**config.mk**
```make
export PLATFORM = sky130hd
export DESIGN_NAME = mem_port_arbiter
export DESIGN_NICKNAME = d
export VERILOG_FILES = /design/src/rtl/mem_port_arbiter.sv
export SDC_FILE = /design/constraint.sdc
export NUM_CORES = 1
export LEC_CHECK = 0
export ABC_AREA = 1
export CORE_MARGIN = 2
export CORE_UTILIZATION = 37
export CTS_CLUSTER_DIAMETER = 200
export CTS_CLUSTER_SIZE = 12
export DETAILED_ROUTE_END_ITERATION = 6
export GPL_ROUTABILITY_DRIVEN = 0
export PLACE_DENSITY = 0.8
export SYNTH_ARGS = -nofsm -noshare
export SYNTH_HDL_FRONTEND = slang
export SYNTH_SLANG_ARGS = --single-unit
```
**constraint.sdc**
```tcl
create_clock -name clk -period 1.25 [get_ports clk]
set_input_delay 0.1875 -clock clk [delete_from_list [all_inputs] [get_ports clk]]
set_output_delay 0.1875 -clock clk [all_outputs]
set_load 0.05 [all_outputs]
```
**src/rtl/mem_port_arbiter.sv**
```systemverilog
// ---------------------------------------------------------------------------
// mem_port_arbiter
//
// Shares one single-ported unified memory between the instruction-fetch path
// and the load/store path of a processor core. Each requester uses a
// req/ready handshake; the memory side sees one registered request that is
// held until the memory acknowledges.
//
// Configuration macro:
//   MEM_ARB_ROUND_ROBIN_EN  defined   -> round-robin between fetch and data
//                                        when both request in the same cycle
//                           undefined -> fixed priority, data always wins
//
// Ports:
//   clk        in   clock, all state updates on the rising edge
//   reset      in   synchronous active-high reset
//   if_req     in   fetch request, held with if_addr until if_ready
//   if_addr    in   fetch word address
//   if_ready   out  one-cycle pulse, if_rdata valid
//   if_rdata   out  fetched instruction (shared read register)
//   d_req      in   data request, held with d_we/d_addr/d_wdata until d_ready
//   d_we       in   1 = store, 0 = load
//   d_addr     in   data address
//   d_wdata    in   store data
//   d_ready    out  one-cycle pulse, load data valid / store complete
//   d_rdata    out  load data (shared read register)
//   mem_req    out  memory request, held until mem_ready
//   mem_we     out  memory write enable
//   mem_addr   out  memory address
//   mem_wdata  out  memory write data
//   mem_ready  in   memory acknowledge, mem_rdata valid in the same cycle
//   mem_rdata  in   memory read data
//   busy       out  high in every state except idle
//
// All outputs come straight from registers or from decodes of the state
// register, so there is no combinational path from any input to any output.
// ---------------------------------------------------------------------------
module mem_port_arbiter #(
    parameter int unsigned AW = 32,
    parameter int unsigned DW = 32
) (
    input  logic          clk,
    input  logic          reset,

    input  logic          if_req,
    input  logic [AW-1:0] if_addr,
    output logic          if_ready,
    output logic [DW-1:0] if_rdata,

    input  logic          d_req,
    input  logic          d_we,
    input  logic [AW-1:0] d_addr,
    input  logic [DW-1:0] d_wdata,
    output logic          d_ready,
    output logic [DW-1:0] d_rdata,

    output logic          mem_req,
    output logic          mem_we,
    output logic [AW-1:0] mem_addr,
    output logic [DW-1:0] mem_wdata,
    input  logic          mem_ready,
    input  logic [DW-1:0] mem_rdata,

    output logic          busy
);

    // -----------------------------------------------------------------------
    // State encoding
    // -----------------------------------------------------------------------
    localparam logic [2:0] IDLE   = 3'd0;
    localparam logic [2:0] GNT_I  = 3'd1;
    localparam logic [2:0] GNT_D  = 3'd2;
    localparam logic [2:0] RESP_I = 3'd3;
    localparam logic [2:0] RESP_D = 3'd4;

    logic [2:0]    state_q,     state_d;
    logic          mem_we_q,    mem_we_d;
    logic [AW-1:0] mem_addr_q,  mem_addr_d;
    logic [DW-1:0] mem_wdata_q, mem_wdata_d;
    logic [DW-1:0] rdata_q,     rdata_d;

    // Winner selection for the current idle cycle.
    logic pick_d;
    logic pick_i;

`ifdef MEM_ARB_ROUND_ROBIN_EN
    // 1 = data has priority on a tie, 0 = fetch has priority on a tie.
    logic prio_q, prio_d;

    assign pick_d = d_req & (~if_req | prio_q);
`else
    assign pick_d = d_req;
`endif
    assign pick_i = if_req & ~pick_d;

    // -----------------------------------------------------------------------
    // Next-state logic
    // -----------------------------------------------------------------------
    always_comb begin
        state_d     = state_q;
        mem_we_d    = mem_we_q;
        mem_addr_d  = mem_addr_q;
        mem_wdata_d = mem_wdata_q;
        rdata_d     = rdata_q;
`ifdef MEM_ARB_ROUND_ROBIN_EN
        prio_d      = prio_q;
`endif

        case (state_q)
            IDLE: begin
                if (pick_d) begin
                    state_d     = GNT_D;
                    mem_we_d    = d_we;
                    mem_addr_d  = d_addr;
                    mem_wdata_d = d_wdata;
                end else if (pick_i) begin
                    // Fetch never writes; write data is left as it was.
                    state_d     = GNT_I;
                    mem_we_d    = 1'b0;
                    mem_addr_d  = if_addr;
                end
            end

            GNT_I: begin
                if (mem_ready) begin
                    state_d = RESP_I;
                    rdata_d = mem_rdata;
`ifdef MEM_ARB_ROUND_ROBIN_EN
                    prio_d  = 1'b1;
`endif
                end
            end

            GNT_D: begin
                if (mem_ready) begin
                    // Captured for stores too; the value is simply unused then.
                    state_d = RESP_D;
                    rdata_d = mem_rdata;
`ifdef MEM_ARB_ROUND_ROBIN_EN
                    prio_d  = 1'b0;
`endif
                end
            end

            // Requests are not sampled here: the requester only updates its
            // request on the edge that ends the ready pulse.
            RESP_I:  state_d = IDLE;
            RESP_D:  state_d = IDLE;

            default: state_d = IDLE;
        endcase
    end

    // -----------------------------------------------------------------------
    // State registers
    // -----------------------------------------------------------------------
    always_ff @(posedge clk) begin
        if (reset) begin
            state_q     <= IDLE;
            mem_we_q    <= 1'b0;
            mem_addr_q  <= '0;
            mem_wdata_q <= '0;
            rdata_q     <= '0;
        end else begin
            state_q     <= state_d;
            mem_we_q    <= mem_we_d;
            mem_addr_q  <= mem_addr_d;
            mem_wdata_q <= mem_wdata_d;
            rdata_q     <= rdata_d;
        end
    end

`ifdef MEM_ARB_ROUND_ROBIN_EN
    always_ff @(posedge clk) begin
        if (reset) begin
            prio_q <= 1'b1;
        end else begin
            prio_q <= prio_d;
        end
    end
`endif

    // -----------------------------------------------------------------------
    // Outputs: pure decodes of registered state
    // -----------------------------------------------------------------------
    assign mem_req   = (state_q == GNT_I) || (state_q == GNT_D);
    assign mem_we    = mem_we_q;
    assign mem_addr  = mem_addr_q;
    assign mem_wdata = mem_wdata_q;

    assign if_ready  = (state_q == RESP_I);
    assign d_ready   = (state_q == RESP_D);
    assign if_rdata  = rdata_q;
    assign d_rdata   = rdata_q;

    assign busy      = (state_q != IDLE);

endmodule

```
==> flow_summary.ini <==
[final_layout]
nets = 988
syn_to_final_growth_pct = 125.3
post-route-util_pct = 85.33
n_antenna_cell = 0
fill_cells = 575
drive_gt1_share_pct = 40.40
final_cell_count_no_fill = 1002
postLayoutCellArea_mm2 = 0.009743

[logic_synthesis]
synth.distinct_cells = 24
synth_area_leaders = dfxtp_1, nor2_1, nand2_1
synth_compound_area_share_pct = 11.34
yosysTopAreaCell = dfxtp_1
syn-cell-area_mm2 = 0.004325
synth_top_area_share_pct = 46.28
synthCells = 591
synthAdderAreaFrac_pct = 0
synth_fp_nets = 725
yosys-mux-area-fraction_pct = 0
ys_seq_area_share_pct = 46.28
synth_top_family_by_area = simple AND/OR/NAND/NOR gates
yosys.area_share.simple_pct = 29.51
avgSynthCellArea_um2 = 7.319
ys_warn_count = 0
synth-xor-area-share_pct = 0
ys_ff_latch = 100

[placed_design]
place_ws_ns = -0.2941
placed_cells = 962
dp_hpwl_mm = 11.36
io_buffers = 266
place_area_mm2 = 0.008290

[critical_path]
reg2reg_depth = 9
worstSetupEndpointType = flop
crit_type = reg -> reg
r2r-start = state_q[1]
rrSetupSlack_ns = -0.27
cp.required_ns = 1.48
critPathMaxFanout = 32
startpoint_type = flop
r2r_end = d_rdata[21]
worstPathArrival_ns = 1.75

[global_routing]
grt_max_degree = 47
grtUsageTotal_pct = 24.49
antenna_found_initial = 0
grt_pass1_vias = 4890
grt_overflow = 0
grt_pass1_wl_mm = 24.89

[worst_hold_path]
hold_class = in -> reg
holdPathStages = 3
min_from = d_we
hold-path-endpoint = mem_we

[pwr]
pwr-share-clk_pct = 10.9
comb_power_share_pct = 67.0
power.internal_mw = 14.97
powerDensity_mw_per_mm2 = 2831
ir_drop_mv = 1.856
switching_share_pct = 45.75
seq_power_share_pct = 22.1
report.power.total_mw = 27.59
switching_power_mw = 12.62
power_leakage_nw = 4.017

[run]
max_cap_violations = 0

[route]
first_pass_iters = 4
viasPerCell = 4.971
totalWireLength_mm = 17.56
drt_iter0_markers = 283
dr_total_vias = 4981
drcViolationCount = 0
routedWlPerCell_um = 17.53
drtAntennaViolNets = 0

[sta]
hold_viol = 0
rsz0062_at_grt = yes
fmax_mhz = 657.9
tightestPinTransition_ns = 0.3276
period_share_pct = 121.6
layout_setup_ws_ns = -0.2699
fin_skew_ns = 0.009771
slew_viol_final = 0
finalSetupTns_ns = -14.54
setup_viol_count_final = 102
max_slew_margin_pct = 78.13
period_minus_slack_ns = 1.520
fin_hold_ws_ns = 0.4306

[clock_tree]
cts_tree = done
clk_latency_ns = 0.34
cts_root_buffer = clkbuf_16
clk_pin_slew_worst_paths_ns = 0.07
numCtsBuffers = 9
cts_sinks = 100
postCtsHoldBufs = 0
h-tree-depth = 3
cts_buffer_depth = 2

[outcome]
outcome = finished with violations
violations = negative setup slack

[floorplan]
rows = 39
start_util_pct = 37.88
die_x_um = 112.1
io_pins = 267
dieArea_mm2 = 0.01257
coreArea_mm2 = 0.01142
die_height_um = 112.1
[cell families (layout without fill, tap and decap cells)]
family	count (synthesis)	after routing
simple gates	317	317
buf+inv	76	344
compound gates	98	98
flops	100	100
[registers in the layout, summed over array words and instances, names as in the netlist]
signal,cells
d_rdata,32
mem_wdata,32
mem_we,1
state_q,3
mem_addr,32
[synthesized netlist by cell type]
master      n
o21ai_1    72
inv_8       1
nor2_8      2
nand2_1   103
nand2_4     3
buf_4      40
clkbuf_2    1
a21oi_1     1
nor2_2      1
nor2_4      2
inv_2       4
nand3_1     4
dfxtp_1   100
clkbuf_1    8
inv_4       2
buf_2       5
buf_1       3
buf_12      3
o21ai_0    25
nand2_2     2
nor3_1      3
nor2_1    197
inv_1       2
buf_6       7
[routing by layer]
layer / part of all wire, % / global-route usage (%) / wire length, µm
met3: 8.0 / 6.425 / 1398
met5: 0 / 0 / 0
met4: 3.9 / 11.22 / 689
met2: 53 / 43.78 / 9379
met1: 35 / 27.20 / 6093
[power by group through the flow]
stage / sequential, mW / combinational, mW / clock, mW
3_5_place_dp: 5.99 / 15.6 / 0
5_1_grt: 6.24 / 19.1 / 3.20
2_1_floorplan: 9.04 / 4.69 / 0
6_report: 6.09 / 18.5 / 3.01
3_3_place_gp: 5.91 / 15.5 / 0
4_1_cts: 6.01 / 17.5 / 3.05
[placed cells by master, fill, tap and decap left out, types with 2 or more instances in the layout]
master	instances
inv_4	2
buf_8	5
o21ai_0	9
clkbuf_16	12
buf_16	4
nand2_1	99
buf_6	13
clkinv_2	2
nand2_2	3
nand2_4	4
nor2_8	2
dfxtp_4	3
o21ai_1	27
o21ai_4	3
nand2_8	2
nand3_4	2
buf_4	17
inv_6	2
nor2_4	35
dfxtp_1	97
clkdlybuf4s50_1	133
nor2_2	22
nor2_1	143
inv_2	3
nor3_4	2
bufinv_16	2
buf_12	141
inv_8	3
o21ai_2	58
[critical path, stage by stage (launching register included)]
cell and delay [ns]:
dfxtp_4 0.41, inv_4 0.05, nor2_4 0.14, nand2_4 0.09
nand2_8 0.06, buf_6 0.10, nand2_8 0.10, inv_12 0.16
nor2_1 0.06, nor2_1 0.23
[how the worst max path moves through the flow]
| stage | from | endpoint | depth (start not counted) |
|---|---|---|---|
| after floorplan | state_q[1] | mem_addr[10] | 7 |
| after global placement | d_req | state_q[1] | 7 |
| after detailed placement | d_req | mem_addr[6] | 6 |
| after CTS | state_q[1] | if_ready | 4 |
| after global routing | state_q[1] | d_rdata[21] | 9 |
| final | state_q[1] | d_rdata[21] | 9 |
[what timing repair did]
| item | CTS | global route |
|---|---|---|
| endpoints found under the setup margin | 75 | 104 |
| pin swaps | 21 | 30 |
| cloned | 6 | 6 |
| gates resized for setup | 137 | 97 |
| setup buffers | 11 | 4 |
[final cells by class]
| cell class | instances | area, µm² | share of cell area, % |
|---|---|---|---|
| Sequential cell | 100 | 2013 | 20.66 |
| Clock inverter | 7 | 96.34 | 0.9888 |
| Multi-Input combinational cell | 415 | 2414 | 24.77 |
| Tap cell | 143 | 178.9 | 1.836 |
| Timing Repair Buffer | 316 | 4688 | 48.12 |
| Timing Repair inverter | 3 | 42.54 | 0.4366 |
| Inverter | 9 | 85.08 | 0.8733 |
| Clock buffer | 9 | 225.2 | 2.312 |
No activity file was read; power rests on OpenSTA's default activity.
